File: config.mk
export PLATFORM = sky130hd
export DESIGN_NAME = fetch_flat
export DESIGN_NICKNAME = d
export VERILOG_FILES = /design/src/rtl/fetch_pkg.sv /design/src/rtl/fetch_if.sv /design/src/rtl/fetch_skid.sv /design/src/rtl/fetch.sv /design/src/flat_wrapper.sv
export SDC_FILE = /design/constraint.sdc
export NUM_CORES = 1
export LEC_CHECK = 0
export ABC_AREA = 1
export BUFFER_PORTS_ARGS = -buffer_cell sky130_fd_sc_hd__buf_2
export CAP_MARGIN = 20
export CORE_MARGIN = 5
export CORE_UTILIZATION = 49
export DETAILED_ROUTE_END_ITERATION = 12
export GPL_ROUTABILITY_DRIVEN = 0
export PLACE_DENSITY = 0.84
export SYNTH_ARGS = -nofsm -noshare
export SYNTH_HDL_FRONTEND = slang
export SYNTH_SLANG_ARGS = --single-unit
File: constraint.sdc
create_clock -name clk -period 4.1 [get_ports clk]
set_clock_uncertainty 0.2 [all_clocks]
set_input_delay 0.41 -clock clk [delete_from_list [all_inputs] [get_ports clk]]
set_output_delay 0.41 -clock clk [all_outputs]
set_load 0.005 [all_outputs]
File: src/rtl/fetch_pkg.sv
`default_nettype none
// ============================================================================
//  Module   : core (package)
//  Purpose  : Types and constants shared by the fetch stage, its skid buffer
//             and the decode-side stream interface.
//  Contents : RESET_ADDR_DEFAULT  default first PC after reset
//             fetch_t             {pc, ir} pair carried to decode
//             word_align()        clears the two byte-offset bits of a PC
//  Revision : 1.0  initial release
// ============================================================================
package core;

   localparam logic [31:0] RESET_ADDR_DEFAULT = 32'h0000_0000;

   // pc occupies the upper half so the packed value reads {pc, ir}.
   typedef struct packed {
      logic [31:0] pc;
      logic [31:0] ir;
   } fetch_t;

   function automatic logic [31:0] word_align(input logic [31:0] addr);
      return {addr[31:2], 2'b00};
   endfunction

endpackage
`default_nettype wire

File: src/rtl/fetch_if.sv
`default_nettype none
// ============================================================================
//  Module   : axis (interface)
//  Purpose  : Valid/ready stream carrying one fetch_t per handshake.
//  Signals  : tdata  [63:0] {pc, ir}
//             tvalid        producer has data
//             tready        consumer accepts data
//  Modports : master (producer), slave (consumer)
//  Revision : 1.0  initial release
// ============================================================================
interface axis;

   core::fetch_t tdata;
   logic         tvalid;
   logic         tready;

   modport master (output tdata, output tvalid, input tready);
   modport slave  (input tdata, input tvalid, output tready);

endinterface
`default_nettype wire

File: src/rtl/fetch_skid.sv
`default_nettype none
// ============================================================================
//  Module   : skid
//  Purpose  : One-entry skid buffer between the instruction memory return
//             path (which cannot stall) and the decode stream.
//  Ports    : clk, reset      clock, async active-high reset
//             i_flush         drop the held entry at the next edge
//             i_valid/i_data  returning instruction, valid this cycle only
//             i_ready         decode ready
//             o_valid/o_data  decode stream output
//             o_free_next     entry will be empty next cycle, so an issue
//                             made now can always be absorbed
//  Revision : 1.0  initial release
// ============================================================================
module skid
   import core::*;
(
   input  wire          clk,
   input  wire          reset,
   input  wire          i_flush,
   input  wire          i_valid,
   input  wire fetch_t  i_data,
   input  wire          i_ready,
   output logic         o_valid,
   output fetch_t       o_data,
   output logic         o_free_next
);

   logic   r_valid;
   fetch_t r_data;
   logic   w_load;
   logic   w_next_valid;

   // Held entry is always older than the returning word, so it goes first.
   assign o_valid = r_valid | i_valid;
   assign o_data  = r_valid ? r_data : i_data;

   // Returning word must be parked if it is not the one leaving this cycle.
   assign w_load       = i_valid & (r_valid | ~i_ready);
   assign w_next_valid = (r_valid & ~i_ready) | w_load;
   assign o_free_next  = ~w_next_valid;

   always_ff @(posedge clk or posedge reset) begin
      if (reset) begin
         r_valid <= 1'b0;
         r_data  <= '0;
      end else begin
         r_valid <= w_next_valid & ~i_flush;
         if (w_load) begin
            r_data <= i_data;
         end
      end
   end

endmodule
`default_nettype wire

File: src/rtl/fetch.sv
`default_nettype none
// ============================================================================
//  Module   : fetch
//  Purpose  : Instruction fetch stage. Owns the PC, issues word reads to the
//             instruction memory and streams {pc, ir} to decode, honouring
//             hazard bubbles, decode backpressure and execute redirects.
//  Ports    : clk, reset            clock, async active-high reset
//             bubble                hazard stall, blocks new fetches
//             redirect_valid/target jump or taken branch from execute
//             imem_en/addr          memory read strobe and byte address
//             imem_data             read data, one cycle after imem_en
//             decode                axis master, tdata = {pc, ir}
//  Revision : 1.0  initial release
// ============================================================================
module fetch
   import core::*;
#(
   parameter logic [31:0] RESET_ADDR = RESET_ADDR_DEFAULT
)(
   input  wire         clk,
   input  wire         reset,
   input  wire         bubble,
   input  wire         redirect_valid,
   input  wire  [31:0] redirect_target,
   output logic        imem_en,
   output logic [31:0] imem_addr,
   input  wire  [31:0] imem_data,
   axis.master         decode
);

   typedef enum logic [1:0] {
      ST_RUN   = 2'd0,
      ST_STALL = 2'd1,
      ST_FLUSH = 2'd2
   } state_t;

   state_t      r_state;
   logic [31:0] r_pc;
   logic        r_inflight_valid;
   logic [31:0] r_inflight_pc;

   fetch_t      w_ret;
   logic        w_slot_free;
   logic        w_issue;

   // A redirect this cycle or a flush cycle counts as a pending redirect.
   // Reset gates the strobe directly so it drops with the async reset.
   assign w_issue = ~reset & ~bubble & ~redirect_valid
                  & (r_state != ST_FLUSH) & w_slot_free;

   assign imem_en   = w_issue;
   assign imem_addr = r_pc;

   // The in-flight tag pairs the returning word with its fetch address.
   assign w_ret.pc = r_inflight_pc;
   assign w_ret.ir = imem_data;

   // A redirect clears both the in-flight tag and the skid entry, so the
   // flush cycle presents nothing to decode and stale data is ignored.
   skid u_skid (
      .clk         (clk),
      .reset       (reset),
      .i_flush     (redirect_valid),
      .i_valid     (r_inflight_valid),
      .i_data      (w_ret),
      .i_ready     (decode.tready),
      .o_valid     (decode.tvalid),
      .o_data      (decode.tdata),
      .o_free_next (w_slot_free)
   );

   always_ff @(posedge clk or posedge reset) begin
      if (reset) begin
         r_state          <= ST_RUN;
         r_pc             <= word_align(RESET_ADDR);
         r_inflight_valid <= 1'b0;
         r_inflight_pc    <= '0;
      end else begin
         r_inflight_valid <= w_issue;
         if (w_issue) begin
            r_inflight_pc <= r_pc;
         end

         if (redirect_valid) begin
            r_pc <= word_align(redirect_target);
         end else if (w_issue) begin
            r_pc <= r_pc + 32'd4;
         end

         // Redirect dominates from any state; otherwise the state tracks
         // whether this cycle was blocked by a bubble or a full output path.
         case (r_state)
            ST_RUN, ST_STALL, ST_FLUSH: begin
               if (redirect_valid) begin
                  r_state <= ST_FLUSH;
               end else if (bubble || !w_slot_free) begin
                  r_state <= ST_STALL;
               end else begin
                  r_state <= ST_RUN;
               end
            end
            default: r_state <= ST_RUN;
         endcase
      end
   end

endmodule
`default_nettype wire

File: src/flat_wrapper.sv
// flat-port wrapper written by rule: the top's interface ports become plain ports
module fetch_flat import core::*;
#(
   parameter logic [31:0] RESET_ADDR = RESET_ADDR_DEFAULT
)
  (clk, reset, bubble, redirect_valid, redirect_target, imem_en, imem_addr, imem_data, decode_tdata, decode_tvalid, decode_tready);
  axis decode_i ();
  input  wire clk;
  input  wire reset;
  input  wire bubble;
  input  wire redirect_valid;
  input  wire  [31:0] redirect_target;
  output logic imem_en;
  output logic [31:0] imem_addr;
  input  wire  [31:0] imem_data;
  output wire logic [$bits(decode_i.tdata)-1:0] decode_tdata;
  output wire logic [$bits(decode_i.tvalid)-1:0] decode_tvalid;
  input wire logic [$bits(decode_i.tready)-1:0] decode_tready;
  assign decode_tdata = decode_i.tdata;
  assign decode_tvalid = decode_i.tvalid;
  assign decode_i.tready = decode_tready;
  fetch #(.RESET_ADDR(RESET_ADDR)) u_core (.clk(clk), .reset(reset), .bubble(bubble), .redirect_valid(redirect_valid), .redirect_target(redirect_target), .imem_en(imem_en), .imem_addr(imem_addr), .imem_data(imem_data), .decode(decode_i));
endmodule
# After elaboration in Yosys (flattened, before gate mapping)

Index checks and enable logic that the tools add are counted.

Bitwise operators: 15
Equality and inequality tests: 3
Add/sub/neg operators: 1
Reduce and logical (&&, ||, !) cells: 4
Multiplexer cells: 6

Operators with widths:

| operator                                                        | count |
|---|---|
| 32-bit two-way mux                                              | 2 |
| 64-bit two-way mux                                              | 1 |
| 32-bit by 3-bit adder with 32-bit output, second input constant | 1 |
| 1-bit AND                                                       | 7 |
| 1-bit NOT                                                       | 5 |
| 2-bit two-way mux                                               | 2 |
| 1-bit OR                                                        | 3 |
| 3-bit OR reduction                                              | 1 |
| 2-bit by 1-bit == test with 1-bit output, second input constant | 1 |
| 2-bit == test, second input constant                            | 1 |
| 2-bit zero test                                                 | 1 |
| 2-bit != test, second input constant                            | 1 |
| 2-bit nonzero test                                              | 1 |
| 1-bit logical OR                                                | 1 |
| 1-bit two-way mux                                               | 1 |

Word-level logic and storage cells: 36
Output and inout port bits: 98
Register bits after elaboration: 132

# Longest topological paths before layout

Word-level depth: 8
Gate-level depth with buffers: 10

# Cells and area by module

From an unflattened synthesis, not the netlist that was laid out.

Cells, all modules: 1,018
Area, all modules: 6,981.7 µm²

By module, submodules not included:

| module | cells an instance | sequential area each (µm²) | area an instance (µm²) | times used |
|---|---|---|---|---|
| fetch  | 525               | 1,576.5                    | 3,601.0                | 1 |
| skid   | 493               | 1,626.6                    | 3,380.7                | 1 |

# Worst setup path before layout

No wires, ideal clock.

Kind: input-to-output
From: in reset
To: out imem_en
Stages on the path: 6
Arrival time: 3.774 ns
Slack: -0.284 ns
Path through: inv_1 > nand3_2 > nor2_2 > nand2_4 > inv_4 > buf_4

Longest elaborated chain between the ends: 5

RTL lines:

| element                 | RTL line           | text |
|---|---|---|
| from (decl)             | flat_wrapper.sv:9  | `input wire reset;` |
| 1-bit NOT               | fetch.sv:48        | `assign w_issue = ~reset & ~bubble & ~redirect_valid` |
| 1-bit AND (2 in series) | fetch.sv:48        |  |
| 1-bit AND (2 in series) | fetch.sv:49        | `& (r_state != ST_FLUSH) & w_slot_free;` |
| to (decl)               | flat_wrapper.sv:13 | `output logic imem_en;` |

No other way between the ends.

# Worst setup path in the final report

From: reg u_core.u_skid.r_valid
To: out decode_tdata[9]

Longest elaborated chain between the ends: 1

RTL lines:

| element                | RTL line           | text |
|---|---|---|
| from (decl)            | fetch_skid.sv:29   | `logic r_valid;` |
| from (signal assigned) | fetch_skid.sv:48   | `r_valid <= w_next_valid & ~i_flush;` |
| 64-bit two-way mux     | fetch_skid.sv:36   | `assign o_data = r_valid ? r_data : i_data;` |
| to (decl)              | flat_wrapper.sv:16 | `output wire logic [$bits(decode_i.tdata)-1:0] decode_tdata;` |

No other way between the ends.

==> impl_metrics.py <==
metrics = {
    "floorplanning": {
        "rows": 42,
        "core_mm2": 0.0132,
        "dieArea_mm2": 0.0159,
        "die_x_um": 126,
        "dieHeight_um": 126,
        "io_pins": 167,
        "start_util_pct": 50.0,
    },
    "global_routing": {
        "grt_pass1_vias": 5596,
        "grt_overflow": 0,
        "grt_max_degree": 80,
        "grt.total_usage_pct": 20.4,
        "grt_antenna_before_repair": 0,
        "grt_pass1_wl_mm": 26.8,
    },
    "clock_network": {
        "root_buffer": "clkbuf_16",
        "clock_latency_ns": 0.41,
        "cts_repair_resize_count": 0,
        "clk_path_buf_depth": 2,
        "cts_tree": "done",
        "cts_num_sinks": 126,
        "post_cts_buffers": 0,
        "ctsHoldBuffers": 2,
        "numCtsBuffers": 17,
        "clk_pin_slew_ns": 0.06,
        "htree_levels": 4,
    },
    "cells_and_area": {
        "final_layout_size_suffix_gt1_share_pct": 21.9,
        "layout_commonest_cell": "nand2_1",
        "area_growth_syn_to_layout_pct": 20.8,
        "mostFrequentLayoutCells": "nand2_1, buf_2, o21ai_0, dfrtp_1, inv_1",
        "antenna_cells": 0,
        "nets": 1112,
    },
    "sta": {
        "grt_setup_unrepaired": "false",
        "setup_viol": 0,
        "tightestPinTransition_ns": 0.865,
        "min_period_ns": 2.72,
        "timing.slew.headroom_pct": 42.3,
        "fin_crit_sh_pct": 66.2,
        "finalHoldViolCount": 0,
        "fin_tns_setup_ns": 0,
        "fmax_mhz": 368,
        "slew_viol_final": 0,
    },
    "setup_path": {
        "crit_type": "register to output pin",
        "cpPeakStageDelay_ns": 0.68,
        "rrSetupSlack_ns": 1.65,
        "crit_path_end_kind": "output pin",
        "path_delay_family": "buffers and inverters",
        "startpoint_type": "register",
        "crit_chain": "buf_4, o21ai_0, buf_2",
        "cp.required_ns": 3.49,
        "cp_slowest_cell": "dfrtp_4",
        "crit_fanout": 78,
        "arrival_ns": 2.11,
        "critPathBufInv": 2,
    },
    "routing": {
        "drc_errors": 0,
        "avgViaCountPerCell": 4.99,
        "wl_per_cell_um": 13.1,
        "ant_nets": 0,
        "num_vias": 6122,
        "wl_mm": 16.1,
        "drtIter0Drc": 402,
        "firstDrtPassIters": 5,
    },
    "pwr": {
        "p_leak_nw": 4.11,
        "power.density_mw_per_mm2": 472,
        "finalPower_mw": 3.77,
        "peakVddDrop_mv": 0.238,
    },
    "synth": {
        "synth-seq-area-share_pct": 47.6,
        "syn_area_mm2": 0.00662,
        "ys_types": 28,
        "yosysWarningCount": 0,
        "syn_inst": 902,
        "syn_avg_cell_area_um2": 7.34,
        "ys_ff_latch": 126,
    },
    "placed_design": {
        "hpwlAfterDp_mm": 11.4,
        "numPortBuffers": 160,
    },
    "run": {
        "drv_cap": 0,
    },
    "min_path": {
        "min_path_type": "primary input to register",
    },
    "outcome": {
        "status": "completed",
    },
}
-- sequential cells by signal (all words and copies together), names as in the netlist --
register	count
u_core.u_skid.r_valid	1
u_core.imem_addr	30
u_core.r_state	2
u_core.r_inflight_pc	30
u_core.u_skid.r_data	62
u_core.r_inflight_valid	1
-- synth_stat cells --
cell	count	area share [%]
inv_6	1	0.13
inv_1	115	6.5
xor2_1	2	0.26
o21ai_2	10	1.3
o21ai_1	7	0.53
nand3_1	74	5.6
nor2_2	8	0.76
buf_4	10	1.1
clkbuf_1	24	1.4
nand3_2	1	0.15
nand4_1	1	0.095
o21ai_0	149	11
nor2_1	39	2.2
buf_2	11	0.83
buf_6	4	0.68
nand2_2	8	0.76
a21oi_1	7	0.53
nand2_4	1	0.17
ha_1	1	0.19
nor2_4	2	0.34
nand3b_1	1	0.11
inv_2	3	0.17
nand2_1	291	16
inv_4	1	0.095
a21oi_4	1	0.25
xnor2_1	3	0.40
dfrtp_1	126	48
conb_1	1	0.057
-- worst paths after layout --
check                                                     start                                    to  cells past startpoint
setup / recovery                u_core.u_skid.r_valid$_DFF_PP0_                       decode_tdata[9]                      3
hold / removal                              redirect_target[14]      u_core.imem_addr[14]$_DFFE_PP0P_                      3
setup reg to reg                u_core.u_skid.r_valid$_DFF_PP0_       u_core.imem_addr[3]$_DFFE_PP0P_                      9
hold reg to reg            u_core.r_inflight_pc[19]$_DFFE_PP0P_  u_core.r_inflight_pc[19]$_DFFE_PP0P_                      2
max in group asynchronous                                 reset      u_core.imem_addr[29]$_DFFE_PP0P_                      4
min in group asynchronous                                 reset  u_core.u_skid.r_data[25]$_DFFE_PP0P_                      3
-- tightest hold or removal path, delay by kind of cell --
family	cells	cell delay (ns)
buffers and inverters	1	0.07
and+or+nand+nor	2	0.10
-- metal layers --
| layer | wire (um) | GRT usage, % | up-vias |
|---|---|---|---|
| met5 | 0 | 0 | - |
| met4 | 323 | 7.44 | 0 |
| met3 | 989 | 3.98 | 27 |
| met2 | 7460 | 32.1 | 209 |
| met1 | 7310 | 28.4 | 2792 |
| li1 | - | - | 3094 |
-- report_power, final --
| group | internal [mW] | leakage (nW) | switching (mW) |
|---|---|---|---|
| sequential | 1.53 | 1.56 | 0.193 |
| clock | 0.847 | 0.260 | 0.504 |
| combinational | 0.297 | 2.29 | 0.404 |
-- metrics by stage --
step	instance area [um^2]	worst slack, ns	util [%]	hold slack, ns	std cells
after floorplan	6640	0.616	-	0.242	905
final	8000	1.38	60.4	0.0191	1228
after detailed placement	7450	1.40	56.2	0.269	1197
after global routing	8000	1.21	60.4	0.0200	1228
after global placement	7450	1.47	56.2	0.258	1197
after CTS	8000	1.36	60.4	0.00392	1228
-- layout make-up --
type / count / area, um^2
Clock buffer: 21 / 460
Clock inverter: 8 / 70.1
Fill cell: 1198 / 5250
Inverter: 120 / 462
Multi-Input combinational cell: 610 / 2760
Sequential cell: 126 / 3160
Tap cell: 176 / 220
Timing Repair Buffer: 167 / 871
-- cell families after synthesis --
logic type / after synthesis / share of synthesized area, %
adders and majority gates: 1 / 0.189
buffers and inverters: 169 / 10.9
and+or+nand+nor: 426 / 26.7
AOI/OAI and AO/OA: 174 / 13.9
DFF: 126 / 47.6
other: 1 / 0.0566
xor gates and xnor gates: 5 / 0.661
(Power assumes the default switching activity.)
